===== config.mk =====
export PLATFORM = sky130hd
export DESIGN_NAME = mem_port_arbiter
export DESIGN_NICKNAME = d
export VERILOG_FILES = /design/src/rtl/mem_port_arbiter.sv
export SDC_FILE = /design/constraint.sdc
export NUM_CORES = 1
export LEC_CHECK = 0
export CAP_MARGIN = 20
export CORE_MARGIN = 1.5
export CORE_UTILIZATION = 30
export DETAILED_ROUTE_END_ITERATION = 8
export GPL_TIMING_DRIVEN = 0
export PLACE_DENSITY = 0.63
export REMOVE_ABC_BUFFERS = 1
export SLEW_MARGIN = 20
export SYNTH_ARGS = -nofsm -noshare
export SYNTH_HDL_FRONTEND = slang
export SYNTH_SLANG_ARGS = --single-unit

===== constraint.sdc =====
create_clock -name clock -period 2.5 [get_ports clock]
set_input_delay 0.5 -clock clock [delete_from_list [all_inputs] [get_ports clock]]
set_output_delay 0.5 -clock clock [all_outputs]
set_load 0.05 [all_outputs]

===== src/rtl/mem_port_arbiter.sv =====
// mem_port_arbiter: shares the single-port Memoria between the CPU datapath
// and the debug/program-loader port, one word access at a time, with
// round-robin arbitration, read-latency wait states, registered read data
// and a saturating CPU stall counter.
module mem_port_arbiter #(
  parameter int ADDR_W   = 32,
  parameter int DATA_W   = 32,
  parameter int READ_LAT = 1,
  parameter int CNT_W    = 16
) (
  input  logic              clock,
  input  logic              reset,
  input  logic              cpu_req,
  input  logic              cpu_wr,
  input  logic [ADDR_W-1:0] cpu_addr,
  input  logic [DATA_W-1:0] cpu_wdata,
  output logic              cpu_gnt,
  output logic              cpu_rvalid,
  output logic [DATA_W-1:0] cpu_rdata,
  input  logic              dbg_req,
  input  logic              dbg_wr,
  input  logic [ADDR_W-1:0] dbg_addr,
  input  logic [DATA_W-1:0] dbg_wdata,
  output logic              dbg_gnt,
  output logic              dbg_rvalid,
  output logic [DATA_W-1:0] dbg_rdata,
  output logic [ADDR_W-1:0] mem_addr,
  output logic              mem_wr,
  output logic [DATA_W-1:0] mem_wdata,
  input  logic [DATA_W-1:0] mem_rdata,
  output logic              busy,
  input  logic              stat_clr,
  output logic [CNT_W-1:0]  cpu_stall_cnt
);

  // Wait counter only needs to hold READ_LAT-1; keep at least one bit.
  localparam int WCNT_W = (READ_LAT > 1) ? $clog2(READ_LAT) : 1;
  localparam logic [WCNT_W-1:0] WAIT_LOAD = WCNT_W'(READ_LAT - 1);

  typedef enum logic [1:0] {
    IDLE,
    ACCESS,
    WAIT
  } state_t;

  typedef enum logic {
    PORT_CPU,
    PORT_DBG
  } port_t;

  state_t state;
  state_t state_next;
  port_t  owner;
  port_t  last_owner;
  port_t  winner;

  logic              cpu_wins;
  logic              dbg_wins;
  logic              grant_now;
  logic              read_done;
  logic              stall_inc;

  logic              lat_wr;
  logic [ADDR_W-1:0] lat_addr;
  logic [DATA_W-1:0] lat_wdata;
  logic [WCNT_W-1:0] wait_cnt;

  // Round-robin pick: a lone requester wins, on conflict the port that did not go last wins.
  always_comb begin
    cpu_wins  = 1'b0;
    dbg_wins  = 1'b0;
    winner    = PORT_CPU;
    cpu_wins  = cpu_req && (!dbg_req || (last_owner == PORT_DBG));
    dbg_wins  = dbg_req && !cpu_wins;
    winner    = cpu_wins ? PORT_CPU : PORT_DBG;
  end

  // Next-state logic and decoded memory/grant outputs.
  always_comb begin
    state_next = state;
    grant_now  = 1'b0;
    read_done  = 1'b0;
    cpu_gnt    = 1'b0;
    dbg_gnt    = 1'b0;
    mem_wr     = 1'b0;
    busy       = (state != IDLE);
    case (state)
      IDLE: begin
        if (cpu_wins || dbg_wins) begin
          grant_now  = 1'b1;
          state_next = ACCESS;
        end
      end
      ACCESS: begin
        cpu_gnt    = (owner == PORT_CPU);
        dbg_gnt    = (owner == PORT_DBG);
        mem_wr     = lat_wr;
        state_next = lat_wr ? IDLE : WAIT;
      end
      WAIT: begin
        if (wait_cnt == '0) begin
          read_done  = 1'b1;
          state_next = IDLE;
        end
      end
      default: begin
        state_next = IDLE;
      end
    endcase
  end

  // State register.
  always_ff @(posedge clock) begin
    if (reset) begin
      state <= IDLE;
    end else begin
      state <= state_next;
    end
  end

  // Latch the winning request, track ownership and run the read wait counter.
  always_ff @(posedge clock) begin
    if (reset) begin
      owner      <= PORT_CPU;
      last_owner <= PORT_DBG;
      lat_wr     <= 1'b0;
      lat_addr   <= '0;
      lat_wdata  <= '0;
      wait_cnt   <= '0;
    end else begin
      if (grant_now) begin
        owner      <= winner;
        last_owner <= winner;
        lat_wr     <= cpu_wins ? cpu_wr    : dbg_wr;
        lat_addr   <= cpu_wins ? cpu_addr  : dbg_addr;
        lat_wdata  <= cpu_wins ? cpu_wdata : dbg_wdata;
      end
      if (state == ACCESS) begin
        wait_cnt <= WAIT_LOAD;
      end else if ((state == WAIT) && (wait_cnt != '0)) begin
        wait_cnt <= wait_cnt - WCNT_W'(1);
      end
    end
  end

  // The memory bus shows the latched request; it holds between accesses.
  assign mem_addr  = lat_addr;
  assign mem_wdata = lat_wdata;

  // Capture read data for the owning port and pulse its rvalid for one cycle.
  always_ff @(posedge clock) begin
    if (reset) begin
      cpu_rvalid <= 1'b0;
      dbg_rvalid <= 1'b0;
      cpu_rdata  <= '0;
      dbg_rdata  <= '0;
    end else begin
      cpu_rvalid <= 1'b0;
      dbg_rvalid <= 1'b0;
      if (read_done) begin
        if (owner == PORT_CPU) begin
          cpu_rvalid <= 1'b1;
          cpu_rdata  <= mem_rdata;
        end else begin
          dbg_rvalid <= 1'b1;
          dbg_rdata  <= mem_rdata;
        end
      end
    end
  end

  // The CPU is stalled whenever it asks and is not the port currently on the memory.
  assign stall_inc = cpu_req && !((state != IDLE) && (owner == PORT_CPU));

  // Saturating stall counter; clear wins over a same-cycle increment.
  always_ff @(posedge clock) begin
    if (reset) begin
      cpu_stall_cnt <= '0;
    end else if (stat_clr) begin
      cpu_stall_cnt <= '0;
    end else if (stall_inc && (cpu_stall_cnt != '1)) begin
      cpu_stall_cnt <= cpu_stall_cnt + CNT_W'(1);
    end
  end

endmodule


# Yosys cells after proc, flatten, opt, wreduce, memory -nomap -nowiden
# Index checks and enable logic that the tools add are counted.
[word_totals] memories=0 in_bits=167 word_cells=57 ff_bits=152 output_inout_bits=150 ramBits=0 latch_bits=0 romBits=0
[op_classes] n_reduce_logical=19 n_lt_le_gt_ge=0 n_eq_ne=5 mux=17 n_shift=0 n_bitwise=2 add_sub_neg=2 mul=0 div=0
[op_table] op="$mux 32" n=2
[op_table] op="$add 16x1->16 const B" n=1
[op_table] op="$ne 16x16->1 const B" n=1
[op_table] op="$mux 1" n=11
[op_table] op="$logic_and 1x1->1" n=6
[op_table] op="$mux 2" n=3
[op_table] op="$pmux 2 s3" n=1
[op_table] op="$reduce_and 2->1" n=3
[op_table] op="$reduce_or 2->1" n=3
[op_table] op="$ne 2x2->1 const B" n=2
[op_table] op="$logic_not 1->1" n=3
[op_table] op="$eq 2x1->1 const B" n=1
[op_table] op="$eq 2x2->1 const B" n=1
[op_table] op="$logic_not 2->1" n=1
[op_table] op="$logic_or 1x1->1" n=2
[op_table] op="$not 1->1" n=2
[op_table] op="$reduce_bool 2->1" n=1
[op_table] op="$sub 1x1->1 const B" n=1

# Logic depth before layout (Yosys ltp)
[depth] ltp_word=8 depth_mapped=7 mapped_depth_nobuf=5

# Worst setup path before layout
# OpenSTA, ideal clock, no wires.
[synth_timing] path_kind="flip-flop to flip-flop" startpoint="register cpu_stall_cnt[12]" endpoint="register cpu_stall_cnt[1]" period_less_slack_ns=1.976 path_stages_with_launch=6 setup_time_ns=0.115 slack_ns=0.524 required_time_ns=2.385 n_path_buf=1 arrival_ns=1.861 path_cell_list="dfxtp_1 nand4_1 nor4b_4 buf_6 nor3b_1 o21a_1"
[synth_via] elab_chain_len=2
[synth_rtl] element="start: declaration" line="33" rtl="output logic [CNT_W-1:0] cpu_stall_cnt"
[synth_rtl] element="start signal: assignment" line="182" rtl="cpu_stall_cnt <= cpu_stall_cnt + CNT_W'(1);"
[synth_rtl] element="$ne 16x16->1" line="181" rtl="end else if (stall_inc && (cpu_stall_cnt != '1)) begin"
[synth_rtl] element="$logic_and 1x1->1" line="181"
# No other way between the ends.
# A chain may end at the register's enable or synchronous reset.

# Worst setup path in the final report
[layout_timing] startpoint="register state[1]" endpoint="output busy"
[layout_via] elab_chain_len=1
[layout_rtl] element="start: declaration" line="51" rtl="state_t state;"
[layout_rtl] element="start signal: assignment" line="117" rtl="state <= state_next;"
[layout_rtl] element="$reduce_bool 2->1" line="86" rtl="busy = (state != IDLE);"
[layout_rtl] element="end: declaration" line="31" rtl="output logic busy,"
# No other way between the ends.

==> results_dict.tcl <==
set metrics [dict create \
    relSlewSlack 0.410 \
    final_util 0.510 \
    grt_usage 0.179 \
    die_area_sq_um 21400 \
    htree_levels 4 \
    yosys_warnings 0 \
    port_buffers 316 \
    area_growth_pct 67.3 \
    worst-r2r-setup-slack_ns 0.46 \
    filler_cell_count 1988 \
    grt_remaining_overflow 0 \
    hold_viol 0 \
    clkSlewWorstSetupHoldPaths_ns 0.06 \
    fin_crit_ns 2.34 \
    r2r_cells 5 \
    nets 1165 \
    hold_class "flop to flop" \
    ys_types 39 \
    setup-violations-final 0 \
    drt_iter0_markers 216 \
    ctsRootBufferMaster "clkbuf_16" \
    drive_above_1_share 0.0554 \
    async_flop_share 0 \
    start_util 0.305 \
    insertion_delay_ns 0.42 \
    synth_edf_count 0 \
    core_area_sq_um 20200 \
    drc 0 \
    cap_violations 0 \
    cts.sinks 152 \
    cts_max_path_buffers 2 \
    skew_ns 0.0121 \
    power.density_nw_per_um2 681 \
    synth_area_per_cell_sq_um 8.75 \
    slowest_delay_ns 0.80 \
    worstPathArrival_ns 1.84 \
    whs_ns 0.451 \
    crit_required_ns 2.00 \
    max_freq_ghz 0.427 \
    grt_pass1_wl_mm 30.3 \
    die-width_um 146 \
    fp-row-count 52 \
    pin_count 317 \
    slew_viol_final 0 \
    die_y_um 146 \
    holdPathStages 2 \
    vdd_drop_max_v 0.000403 \
    synth_area_leaders "dfxtp_1 (49%), mux2i_1 (11%), nand2_1 (8.4%), a211oi_1 (7.9%), a21oi_1 (6.2%)" \
    grt_pass1_vias 5609 \
    crit_type "flop to primary output" \
    rsz0062_at_grt "no" \
    post-route-period-util 0.937 \
    yosysTopAreaCell "dfxtp_1" \
    synth_ff_type "dfxtp_1" \
    r2r-end "cpu_stall_cnt[1]" \
    wl_per_cell_um 15.0 \
    cts_setup_buffers 0 \
    cts_tree "built" \
    min_from "cpu_rdata[10]" \
    finalWirelength_mm 19.2 \
    crit_start "state[1]" \
    cp_max_fo 6 \
    status "finished clean" \
    p_leak_uw 0.00383 \
    finalSetupTns_ns 0 \
    crit_slowest_cell "clkdlybuf4s50_1" \
    antennaDiodeCount 0 \
    routed_via_density 4.68 \
    cts_buffers 17 \
    place_hpwl_mm 14.4 \
    grt_max_degree 81 \
    rr_startpoint "cpu_stall_cnt[0]" \
    synth_top_area_frac 0.495 \
    synth_seq_cells 152 \
    seq_area_frac_synth 0.495 \
    synth_cells 703 \
    synthesis.area_sq_um 6150 \
    crit_chain "nor2_1 > inv_1 > clkdlybuf4s50_1" \
    hold_path_end "cpu_rdata[10]" \
    num_vias 5991 \
    worst_pin_slew_ns 0.882 \
    first_pass_iters 4 \
    globalplace.congestion 0.797 \
    ant_nets 0 \
    cp-end-kind "primary output" \
    antenna_found_initial 0 \
    startpoint_type "flop" \
]
## cell usage in the layout, fill, tap and decap left out, drive strengths merged, types with 3 or more instances in the layout
cell           instances
clkdlybuf4s50        312
buf                   15
clkinv                 5
a21oi                 76
bufinv                 3
mux2i                 66
a211oi                65
or3                    6
o21a                   3
dfxtp                152
o41ai                  4
clkbuf                20
and3                   3
nand4                  7
nand2b                 3
o311ai                 3
o31ai                  5
nor3                   5
o21ai                  6
nor2                  78
and4                   3
or4                    6
nand2                138
inv                    6
## worst max-delay path, delay by kind of cell (launching register included)
family,cells,cell delay (ns)
buffers and inverters,2,0.89
and+or+nand+nor,1,0.12
DFF,1,0.41
## cells by family after synthesis
group	after synthesis	share of synthesized area
AOI/OAI and AO/OA	164	0.169
adders and majority gates	1	0.00203
buffers and inverters	58	0.0421
DFF	152	0.495
muxes	66	0.107
and+or+nand+nor	262	0.185
## where the power goes
part / leakage (uW) / internal [uW] / switching, uW
sequential: 0.00124 / 2580 / 81.6
clock: 0.000297 / 1620 / 1060
combinational: 0.00229 / 687 / 985
total: 0.00383 / 4880 / 2120
## worst max-delay path by stage
stage                     to  cells past startpoint
6_report                busy                      3
5_1_grt                 busy                      3
4_1_cts              cpu_gnt                      3
3_5_place_dp    mem_addr[27]                      5
3_3_place_gp   mem_wdata[31]                      5
2_1_floorplan         lat_wr                      4
## what timing repair did
| item | in CTS | in global routing |
|---|---|---|
| setup endpoints to repair | 2 | 1 |
| gates resized for setup | 2 | 1 |
| hold buffers | 0 | 0 |
## through the flow
stage / instance area (sq um) / power, uW / worst slack (ns) / cells
2_1_floorplan: 5900 / 3660 / -2.94 / 648
3_3_place_gp: 9400 / 4420 / -5.59 / 1234
6_report: 10300 / 7010 / 0.158 / 1280
3_5_place_dp: 9680 / 4410 / -0.0728 / 1248
5_1_grt: 10300 / 7320 / 0.0857 / 1280
4_1_cts: 10300 / 7110 / 0.0346 / 1280
## sequential cells by signal, indices dropped and copies added, names as in the netlist, 2 cells and up
name	count
dbg_rdata	32
cpu_rdata	32
mem_addr	32
cpu_stall_cnt	16
state	2
mem_wdata	32
## routing by layer
metal	part of all wire	wire, um	up-vias	track usage
met3	0.075	1450	19	0.0544
met4	0.016	315	0	0.0596
met2	0.48	9240	234	0.303
li1	-	-	3061	-
met1	0.43	8240	2677	0.216
met5	0	0	-	0
## Yosys cell counts, drive strengths merged (4+ instances only)
cell type / instances
or4: 6
nor2: 78
a211oi: 65
nor3: 5
o21ai: 6
o41ai: 4
a21oi: 76
or3: 6
buf: 21
dfxtp: 152
mux2i: 66
nand2: 138
nand4: 7
clkbuf: 34
o31ai: 5
## final cells by class
| cell class | instances | area (sq um) | area share |
|---|---|---|---|
| multi-input cells | 493 | 2880 | 0.280 |
| repair buffers | 330 | 3410 | 0.331 |
| flip-flops and latches | 152 | 3040 | 0.296 |
| clock buffers | 20 | 447 | 0.0434 |
| inverters | 3 | 11.3 | 0.00109 |
| well taps | 270 | 338 | 0.0328 |
| clock inverters | 12 | 166 | 0.0162 |
Power figures use the tool's default switching activity.
